File: src/rtl/vec_issue_ctrl_pkg.sv
// Shared definitions for the vector issue controller: geometry, state encoding,
// vtype field enums and the vill bit position.
package vec_issue_ctrl_pkg;

  localparam int XLEN_DEF = 32;
  localparam int VLEN     = 512;
  localparam int VL_W_DEF = $clog2(VLEN/8) + 4;
  localparam int VILL_BIT = XLEN_DEF - 1;

  typedef enum logic [1:0] {
    IDLE  = 2'd0,
    CFG   = 2'd1,
    ISSUE = 2'd2,
    RESP  = 2'd3
  } issue_state_e;

  typedef enum logic [2:0] {
    LMUL_1 = 3'b000,
    LMUL_2 = 3'b001,
    LMUL_4 = 3'b010,
    LMUL_8 = 3'b011
  } vlmul_e;

  typedef enum logic [2:0] {
    SEW_8  = 3'b000,
    SEW_16 = 3'b001,
    SEW_32 = 3'b010
  } vsew_e;

  // Register-group size for an integral vlmul encoding.
  function automatic logic [3:0] lmul_count(input logic [1:0] vlmul);
    return 4'd1 << vlmul;
  endfunction

endpackage

File: src/rtl/vec_issue_ctrl_if.sv
// Decoder-side instruction handshake plus datapath-side micro-op handshake.
// slave = controller view, master = surrounding decoder/datapath view.
interface vec_issue_ctrl_if #(
  parameter int XLEN = 32,
  parameter int VL_W = 10
);
  logic            inst_valid;
  logic            inst_ready;
  logic            is_config;
  logic            is_mask_op;
  logic            vec_op_valid;
  logic [4:0]      vd_addr;
  logic [4:0]      vs1_addr;
  logic [4:0]      vs2_addr;
  logic [5:0]      vfunc6;
  logic [XLEN-1:0] scalar1;
  logic [XLEN-1:0] scalar2;
  logic            rs1_is_x0;
  logic            rd_is_x0;
  logic [VL_W-1:0] vl;
  logic [XLEN-1:0] vtype;
  logic            rd_we;
  logic [XLEN-1:0] rd_wdata;
  logic            uop_valid;
  logic            uop_ready;
  logic [4:0]      uop_vd;
  logic [4:0]      uop_vs1;
  logic [4:0]      uop_vs2;
  logic [5:0]      uop_func6;
  logic [2:0]      uop_idx;
  logic            uop_last;
  logic            illegal_inst;
  logic            inst_done;
  logic            stall;

  modport master (
    output inst_valid, is_config, is_mask_op, vec_op_valid,
           vd_addr, vs1_addr, vs2_addr, vfunc6, scalar1, scalar2,
           rs1_is_x0, rd_is_x0, uop_ready,
    input  inst_ready, vl, vtype, rd_we, rd_wdata, uop_valid,
           uop_vd, uop_vs1, uop_vs2, uop_func6, uop_idx, uop_last,
           illegal_inst, inst_done, stall
  );

  modport slave (
    input  inst_valid, is_config, is_mask_op, vec_op_valid,
           vd_addr, vs1_addr, vs2_addr, vfunc6, scalar1, scalar2,
           rs1_is_x0, rd_is_x0, uop_ready,
    output inst_ready, vl, vtype, rd_we, rd_wdata, uop_valid,
           uop_vd, uop_vs1, uop_vs2, uop_func6, uop_idx, uop_last,
           illegal_inst, inst_done, stall
  );

endinterface

File: src/rtl/vec_issue_ctrl_vlmax.sv
// Combinational vtype legality check and VLMAX for integral LMUL, SEW 8..32.
module vec_vlmax_calc
  import vec_issue_ctrl_pkg::*;
#(
  parameter int XLEN = 32,
  parameter int VLEN = 512,
  parameter int VL_W = $clog2(VLEN/8) + 4
) (
  input  logic [XLEN-1:0] vtype,
  output logic [VL_W-1:0] vlmax,
  output logic            vill
);

  localparam logic [VL_W-1:0] BYTES_PER_REG = VL_W'(VLEN/8);

  logic [2:0] vlmul;
  logic [2:0] vsew;

  assign vlmul = vtype[2:0];
  assign vsew  = vtype[5:3];

  // Fractional LMUL, SEW64+ and any reserved/vill bit make the vtype illegal.
  assign vill  = vlmul[2] || (vsew > SEW_32) || (|vtype[XLEN-1:8]);

  assign vlmax = vill ? '0 : ((BYTES_PER_REG >> vsew) << vlmul[1:0]);

endmodule

File: src/rtl/vec_issue_ctrl.sv
// Vector issue sequencer: owns vl/vtype, retires vset* itself and cracks
// register-group instructions into per-register micro-ops.
module vec_issue_ctrl
  import vec_issue_ctrl_pkg::*;
#(
  parameter int XLEN = 32,
  parameter int VLEN = 512,
  parameter int VL_W = $clog2(VLEN/8) + 4
) (
  input logic          clk,
  input logic          reset,
  vec_issue_ctrl_if.slave bus
);

  localparam logic [XLEN-1:0] VTYPE_VILL = {1'b1, {(XLEN-1){1'b0}}};

  issue_state_e    state;
  logic [VL_W-1:0] vl_q;
  logic [XLEN-1:0] vtype_q;
  logic [2:0]      last_idx;

  logic [VL_W-1:0] new_vlmax;
  logic            new_vill;
  logic [VL_W-1:0] cfg_vl;
  logic [XLEN-1:0] cfg_vtype;
  logic [3:0]      grp_sz;
  logic [2:0]      grp_mask;
  logic            misaligned;
  logic            cur_vill;

  vec_vlmax_calc #(
    .XLEN (XLEN),
    .VLEN (VLEN),
    .VL_W (VL_W)
  ) u_vlmax (
    .vtype (bus.scalar2),
    .vlmax (new_vlmax),
    .vill  (new_vill)
  );

  assign bus.inst_ready = (state == IDLE);
  assign bus.stall      = bus.inst_valid && !bus.inst_ready;
  assign bus.vl         = vl_q;
  assign bus.vtype      = vtype_q;

  // Group checks use the current vtype; a vill vtype is rejected before these matter.
  assign cur_vill   = vtype_q[XLEN-1];
  assign grp_sz     = lmul_count(vtype_q[1:0]);
  assign grp_mask   = 3'(grp_sz - 4'd1);
  assign misaligned = |((bus.vd_addr[2:0] | bus.vs1_addr[2:0] | bus.vs2_addr[2:0]) & grp_mask);

  // AVL compare is done at full XLEN so large AVLs clamp instead of wrapping.
  always_comb begin
    cfg_vl    = vl_q;
    cfg_vtype = bus.scalar2;
    if (new_vill) begin
      cfg_vl    = '0;
      cfg_vtype = VTYPE_VILL;
    end else if (bus.rs1_is_x0 && !bus.rd_is_x0) begin
      cfg_vl = new_vlmax;
    end else if (bus.rs1_is_x0) begin
      cfg_vl = vl_q;
    end else if (bus.scalar1 < XLEN'(new_vlmax)) begin
      cfg_vl = VL_W'(bus.scalar1);
    end else begin
      cfg_vl = new_vlmax;
    end
  end

  always_ff @(posedge clk) begin
    if (reset) begin
      state            <= IDLE;
      vl_q             <= '0;
      vtype_q          <= VTYPE_VILL;
      last_idx         <= '0;
      bus.rd_we        <= 1'b0;
      bus.rd_wdata     <= '0;
      bus.uop_valid    <= 1'b0;
      bus.uop_vd       <= '0;
      bus.uop_vs1      <= '0;
      bus.uop_vs2      <= '0;
      bus.uop_func6    <= '0;
      bus.uop_idx      <= '0;
      bus.uop_last     <= 1'b0;
      bus.illegal_inst <= 1'b0;
      bus.inst_done    <= 1'b0;
    end else begin
      bus.rd_we        <= 1'b0;
      bus.illegal_inst <= 1'b0;
      bus.inst_done    <= 1'b0;
      case (state)
        IDLE: begin
          if (bus.inst_valid) begin
            if (bus.is_config) begin
              vl_q         <= cfg_vl;
              vtype_q      <= cfg_vtype;
              bus.rd_we    <= 1'b1;
              bus.rd_wdata <= XLEN'(cfg_vl);
              bus.inst_done <= 1'b1;
              state        <= CFG;
            end else if (cur_vill || !bus.vec_op_valid ||
                         (!bus.is_mask_op && misaligned)) begin
              bus.illegal_inst <= 1'b1;
              state            <= RESP;
            end else if (vl_q == '0) begin
              bus.inst_done <= 1'b1;
              state         <= RESP;
            end else begin
              last_idx      <= bus.is_mask_op ? 3'd0 : 3'(grp_sz - 4'd1);
              bus.uop_valid <= 1'b1;
              bus.uop_vd    <= bus.vd_addr;
              bus.uop_vs1   <= bus.vs1_addr;
              bus.uop_vs2   <= bus.vs2_addr;
              bus.uop_func6 <= bus.vfunc6;
              bus.uop_idx   <= 3'd0;
              bus.uop_last  <= bus.is_mask_op || (grp_sz == 4'd1);
              state         <= ISSUE;
            end
          end
        end
        CFG, RESP: state <= IDLE;
        ISSUE: begin
          // Everything stays put until the datapath takes the current uop.
          if (bus.uop_ready) begin
            if (bus.uop_last) begin
              bus.uop_valid <= 1'b0;
              bus.inst_done <= 1'b1;
              state         <= IDLE;
            end else begin
              bus.uop_vd   <= bus.uop_vd + 5'd1;
              bus.uop_vs1  <= bus.uop_vs1 + 5'd1;
              bus.uop_vs2  <= bus.uop_vs2 + 5'd1;
              bus.uop_idx  <= bus.uop_idx + 3'd1;
              bus.uop_last <= ((bus.uop_idx + 3'd1) == last_idx);
            end
          end
        end
        default: state <= IDLE;
      endcase
    end
  end

endmodule

File: src/flat_wrapper.sv
// flat-port wrapper written by rule: the top's interface ports become plain ports
module vec_issue_ctrl_flat import vec_issue_ctrl_pkg::*;
#(
  parameter int XLEN = 32,
  parameter int VLEN = 512,
  parameter int VL_W = $clog2(VLEN/8) + 4
)
  (clk, reset, bus_inst_valid, bus_is_config, bus_is_mask_op, bus_vec_op_valid, bus_vd_addr, bus_vs1_addr, bus_vs2_addr, bus_vfunc6, bus_scalar1, bus_scalar2, bus_rs1_is_x0, bus_rd_is_x0, bus_uop_ready, bus_inst_ready, bus_vl, bus_vtype, bus_rd_we, bus_rd_wdata, bus_uop_valid, bus_uop_vd, bus_uop_vs1, bus_uop_vs2, bus_uop_func6, bus_uop_idx, bus_uop_last, bus_illegal_inst, bus_inst_done, bus_stall);
  vec_issue_ctrl_if #(.XLEN(XLEN), .VL_W(VL_W)) bus_i ();
  input logic clk;
  input logic reset;
  input wire logic [$bits(bus_i.inst_valid)-1:0] bus_inst_valid;
  input wire logic [$bits(bus_i.is_config)-1:0] bus_is_config;
  input wire logic [$bits(bus_i.is_mask_op)-1:0] bus_is_mask_op;
  input wire logic [$bits(bus_i.vec_op_valid)-1:0] bus_vec_op_valid;
  input wire logic [$bits(bus_i.vd_addr)-1:0] bus_vd_addr;
  input wire logic [$bits(bus_i.vs1_addr)-1:0] bus_vs1_addr;
  input wire logic [$bits(bus_i.vs2_addr)-1:0] bus_vs2_addr;
  input wire logic [$bits(bus_i.vfunc6)-1:0] bus_vfunc6;
  input wire logic [$bits(bus_i.scalar1)-1:0] bus_scalar1;
  input wire logic [$bits(bus_i.scalar2)-1:0] bus_scalar2;
  input wire logic [$bits(bus_i.rs1_is_x0)-1:0] bus_rs1_is_x0;
  input wire logic [$bits(bus_i.rd_is_x0)-1:0] bus_rd_is_x0;
  input wire logic [$bits(bus_i.uop_ready)-1:0] bus_uop_ready;
  output wire logic [$bits(bus_i.inst_ready)-1:0] bus_inst_ready;
  output wire logic [$bits(bus_i.vl)-1:0] bus_vl;
  output wire logic [$bits(bus_i.vtype)-1:0] bus_vtype;
  output wire logic [$bits(bus_i.rd_we)-1:0] bus_rd_we;
  output wire logic [$bits(bus_i.rd_wdata)-1:0] bus_rd_wdata;
  output wire logic [$bits(bus_i.uop_valid)-1:0] bus_uop_valid;
  output wire logic [$bits(bus_i.uop_vd)-1:0] bus_uop_vd;
  output wire logic [$bits(bus_i.uop_vs1)-1:0] bus_uop_vs1;
  output wire logic [$bits(bus_i.uop_vs2)-1:0] bus_uop_vs2;
  output wire logic [$bits(bus_i.uop_func6)-1:0] bus_uop_func6;
  output wire logic [$bits(bus_i.uop_idx)-1:0] bus_uop_idx;
  output wire logic [$bits(bus_i.uop_last)-1:0] bus_uop_last;
  output wire logic [$bits(bus_i.illegal_inst)-1:0] bus_illegal_inst;
  output wire logic [$bits(bus_i.inst_done)-1:0] bus_inst_done;
  output wire logic [$bits(bus_i.stall)-1:0] bus_stall;
  assign bus_i.inst_valid = bus_inst_valid;
  assign bus_i.is_config = bus_is_config;
  assign bus_i.is_mask_op = bus_is_mask_op;
  assign bus_i.vec_op_valid = bus_vec_op_valid;
  assign bus_i.vd_addr = bus_vd_addr;
  assign bus_i.vs1_addr = bus_vs1_addr;
  assign bus_i.vs2_addr = bus_vs2_addr;
  assign bus_i.vfunc6 = bus_vfunc6;
  assign bus_i.scalar1 = bus_scalar1;
  assign bus_i.scalar2 = bus_scalar2;
  assign bus_i.rs1_is_x0 = bus_rs1_is_x0;
  assign bus_i.rd_is_x0 = bus_rd_is_x0;
  assign bus_i.uop_ready = bus_uop_ready;
  assign bus_inst_ready = bus_i.inst_ready;
  assign bus_vl = bus_i.vl;
  assign bus_vtype = bus_i.vtype;
  assign bus_rd_we = bus_i.rd_we;
  assign bus_rd_wdata = bus_i.rd_wdata;
  assign bus_uop_valid = bus_i.uop_valid;
  assign bus_uop_vd = bus_i.uop_vd;
  assign bus_uop_vs1 = bus_i.uop_vs1;
  assign bus_uop_vs2 = bus_i.uop_vs2;
  assign bus_uop_func6 = bus_i.uop_func6;
  assign bus_uop_idx = bus_i.uop_idx;
  assign bus_uop_last = bus_i.uop_last;
  assign bus_illegal_inst = bus_i.illegal_inst;
  assign bus_inst_done = bus_i.inst_done;
  assign bus_stall = bus_i.stall;
  vec_issue_ctrl #(.XLEN(XLEN), .VLEN(VLEN), .VL_W(VL_W)) u_core (.clk(clk), .reset(reset), .bus(bus_i));
endmodule
File: config.mk
export PLATFORM = sky130hd
export DESIGN_NAME = vec_issue_ctrl_flat
export DESIGN_NICKNAME = d
export VERILOG_FILES = /design/src/rtl/vec_issue_ctrl_pkg.sv /design/src/rtl/vec_issue_ctrl_if.sv /design/src/rtl/vec_issue_ctrl_vlmax.sv /design/src/rtl/vec_issue_ctrl.sv /design/src/flat_wrapper.sv
export SDC_FILE = /design/constraint.sdc
export NUM_CORES = 1
export LEC_CHECK = 0
export CAP_MARGIN = 5
export CORE_UTILIZATION = 37
export CTS_BUF_LIST = sky130_fd_sc_hd__clkbuf_4
export CTS_CLUSTER_DIAMETER = 150
export DETAILED_ROUTE_END_ITERATION = 6
export PLACE_DENSITY = 0.78
export SLEW_MARGIN = 20
export SYNTH_ARGS = -nofsm -noshare
export SYNTH_HDL_FRONTEND = slang
export SYNTH_SLANG_ARGS = --single-unit
File: constraint.sdc
create_clock -name clk -period 3.8 [get_ports clk]
set_clock_uncertainty 0.2 [all_clocks]
set_input_delay 0.95 -clock clk [delete_from_list [all_inputs] [get_ports clk]]
set_output_delay 0.95 -clock clk [all_outputs]
set_load 0.02 [all_outputs]
==> results.json <==
{
  "die_x_microns": 105.0,
  "netlist.area_leader.share_pct": 38.74,
  "synth_cells": 437,
  "ys_ff_latch": 76,
  "yosysMostFrequentCell": "dfxtp_1",
  "p_comb_share_pct": 19.4,
  "rr_startpoint": "u_core.state[1]",
  "dp_hpwl_mm": 9.113,
  "cp_cell_sequence": "clkdlybuf4s50_1 -> nor2b_1 -> buf_4 -> nor4_1 -> nand2_1 -> ha_1 -> and4_1 -> o311ai_2 -> buf_4 -> nand4_1 -> a21oi_1",
  "clk_pin_slew_worst_paths_ns": 0.12,
  "drtIter0Drc": 151,
  "cts.sinks": 76,
  "timing.fmax_mhz": 283.0,
  "synth_edf_count": 0,
  "async_reset_ff_share_pct": 0,
  "setup_viol": 0,
  "first_pass_iters": 5,
  "internal-power_w": 0.001169,
  "period_share_pct": 93.00,
  "nets": 719,
  "clkPwrFrac_pct": 29.6,
  "multi_input_area_sq_mm": 0.002110,
  "crit_buf_inv": 3,
  "track_usage_pct": 20.74,
  "wl_per_cell_microns": 15.23,
  "core_area_sq_mm": 0.01032,
  "yosys.area.top_type": "dfxtp_1",
  "total_power_w": 0.001627,
  "slowest_delay_ns": 0.62,
  "clkLatencyLatePin_ns": 0.42,
  "areaGrowthSynthToFinish_pct": 49.22,
  "min_from": "u_core.bus.vtype[24]",
  "port_buffers": 176,
  "crit_path_start": "bus_scalar2[3]",
  "fillers": 938,
  "finalCriticalPeriod_ns": 3.534,
  "globalRouteOverflowTotal": 0,
  "yosysUniqueCellTypes": 67,
  "die-area_sq_mm": 0.01103,
  "cts_max_level": 3,
  "crit_fanout": 5,
  "synthTopCellsByArea": "dfxtp_1, buf_4, and2_1",
  "min_path_type": "register to register",
  "synth_flop_cell": "dfxtp_1",
  "critPathKind": "input pin to register",
  "critPathSlowestCell": "clkdlybuf4s50_1",
  "critPathTopFamily": "simple AND/OR/NAND/NOR gates",
  "netlist_area_sq_mm": 0.003928,
  "crit_top_cell": "buf_4",
  "rsz0062_at_grt": "no",
  "row_count": 37,
  "pin_count": 199,
  "cap_violations": 0,
  "finalSetupTns_ns": 0,
  "gp_congestion": 0.9286,
  "yosysWarnings": 0,
  "worst_pin_slew_ns": 0.9629,
  "ctsHoldBuffers": 0,
  "switching_power_w": 0.0004577,
  "num_antenna_cells": 0,
  "end_kind": "register",
  "synth-seq-area-share_pct": 38.74,
  "ir_drop_mv": 0.1517,
  "num_vias": 3949,
  "p_leak_nw": 2.133,
  "slew_viol_final": 0,
  "grt_max_degree": 29,
  "p_sw_share_pct": 28.14,
  "p_per_area_mw_per_mm2": 277.6,
  "die_height_microns": 105.0,
  "hold_depth": 1,
  "cts-buffers-inserted": 9,
  "drive_gt1_share_pct": 8.929,
  "synth_commonest_cells": "dfxtp_1, buf_4, nand3_1",
  "cts_setup_buffers": 0,
  "ctsResizeCount": 0,
  "seqPwrFrac_pct": 51.0,
  "cts_tree": "done",
  "antenna_found_initial": 0,
  "worst-path-stages": 11,
  "cts_root_buffer": "clkbuf_4",
  "slew_headroom_pct": 35.53,
  "drc": 0,
  "r2r_cells": 4,
  "hold_violations": 0,
  "crit_arrival_ns": 3.68,
  "seqCellArea_sq_mm": 0.001521,
  "status": "completed",
  "via_per_inst": 5.251,
  "avgSynthCellArea_sq_um": 8.987,
  "ant_nets": 0,
  "cp.required_ns": 3.95,
  "critPathLaunchType": "input pin",
  "grt_pass1_vias": 3866,
  "clk_path_buf_depth": 2,
  "initial_core_util_pct": 38.04,
  "routed_wl_mm": 11.46,
  "grt_first_pass_wirelength_mm": 18.33
}
-- logic make-up after synthesis --
| group | after synthesis | synth area share, % |
|---|---|---|
| other | 2 | 0.1912 |
| and+or+nand+nor | 170 | 25.65 |
| muxes | 5 | 1.274 |
| buffers and inverters | 61 | 9.812 |
| adders and majority gates | 13 | 4.142 |
| xor gates and xnor gates | 5 | 1.115 |
| DFF | 76 | 38.74 |
| AOI/OAI and AO/OA | 105 | 19.08 |
-- state kept, by name, indices dropped and copies added, names as in the netlist --
| name | cells |
|---|---|
| u_core.bus.uop_last | 1 |
| u_core.bus.uop_func6 | 6 |
| u_core.bus.illegal_inst | 1 |
| u_core.bus.inst_done | 1 |
| u_core.bus.uop_valid | 1 |
| u_core.bus.uop_vs2 | 5 |
| u_core.bus.uop_vd | 5 |
| u_core.bus.vtype | 32 |
| u_core.bus.uop_idx | 3 |
| u_core.state | 2 |
| u_core.bus.rd_we | 1 |
| u_core.bus.uop_vs1 | 5 |
| u_core.last_idx | 3 |
| u_core.bus.vl | 10 |
-- placed cells by master (no fill, tap or decap), types with 6 or more instances in the layout --
master and count:
nand3_1 31, nor4_1 11, nor3_1 14, o21ai_0 9
o21ai_1 8, a21oi_1 28, ha_1 13, nand2_1 23
and2_1 27, clkbuf_4 9, nand4_1 15, buf_4 18
o2111ai_1 8, clkdlybuf4s50_1 176, conb_1 25, dfxtp_1 76
nor2_1 21, a22oi_1 7, inv_1 6, o22ai_1 9
-- per-stage QoR --
step	util, %	cell area, sq um	setup slack [ns]	instances	hold WS [ns]
2_1_floorplan	-	4014	0.1602	460	0.2672
3_3_place_gp	55.46	5725	-0.01331	737	0.2410
3_5_place_dp	55.46	5725	-0.1537	737	0.2428
4_1_cts	56.74	5858	0.3094	752	0.2771
5_1_grt	56.77	5861	0.07204	752	0.2900
6_report	56.77	5861	0.2662	752	0.2683
-- final timing paths --
path	slack, ns	to
worst max-delay path	0.27	u_core.bus.vl[0]
worst max register to register	1.29	u_core.bus.uop_vs2[4]
worst min-delay path	0.27	u_core.bus.vtype[24]
worst min register to register	0.27	u_core.bus.vtype[24]
-- power groups by stage --
stage	registers (W)	clock network, W	logic [W]
after global placement	0.000846	0	0.000307
after detailed placement	0.000847	0	0.000314
final	0.000829	0.000482	0.000316
after CTS	0.000829	0.000500	0.000315
after floorplan	0.000856	0	0.000149
after global routing	0.000832	0.000533	0.000340
-- routing by layer --
| metal | up-vias | GRT usage, % | share of wire, % |
|---|---|---|---|
| li1 | 1922 | - | - |
| met1 | 1842 | 24.33 | 42 |
| met2 | 162 | 36.80 | 50 |
| met3 | 23 | 4.180 | 6.2 |
| met4 | 0 | 8.249 | 1.8 |
| met5 | - | 0 | 0 |
-- worst register-to-register path, stage by stage (launching register included) --
cell and delay (ns):
dfxtp_1 0.55, nor2b_1 0.78, nand3_1 0.44, o21ai_0 0.28, o22ai_1 0.11
-- final cells by class --
| class | count | share of cell area (%) |
|---|---|---|
| well taps | 136 | 2.903 |
| clock buffers | 9 | 1.153 |
| flip-flops and latches | 76 | 25.96 |
| clock inverters | 6 | 1.110 |
| inverters | 8 | 0.5124 |
| repair buffers | 194 | 32.37 |
| multi-input cells | 323 | 35.99 |
(Power assumes the default switching activity.)
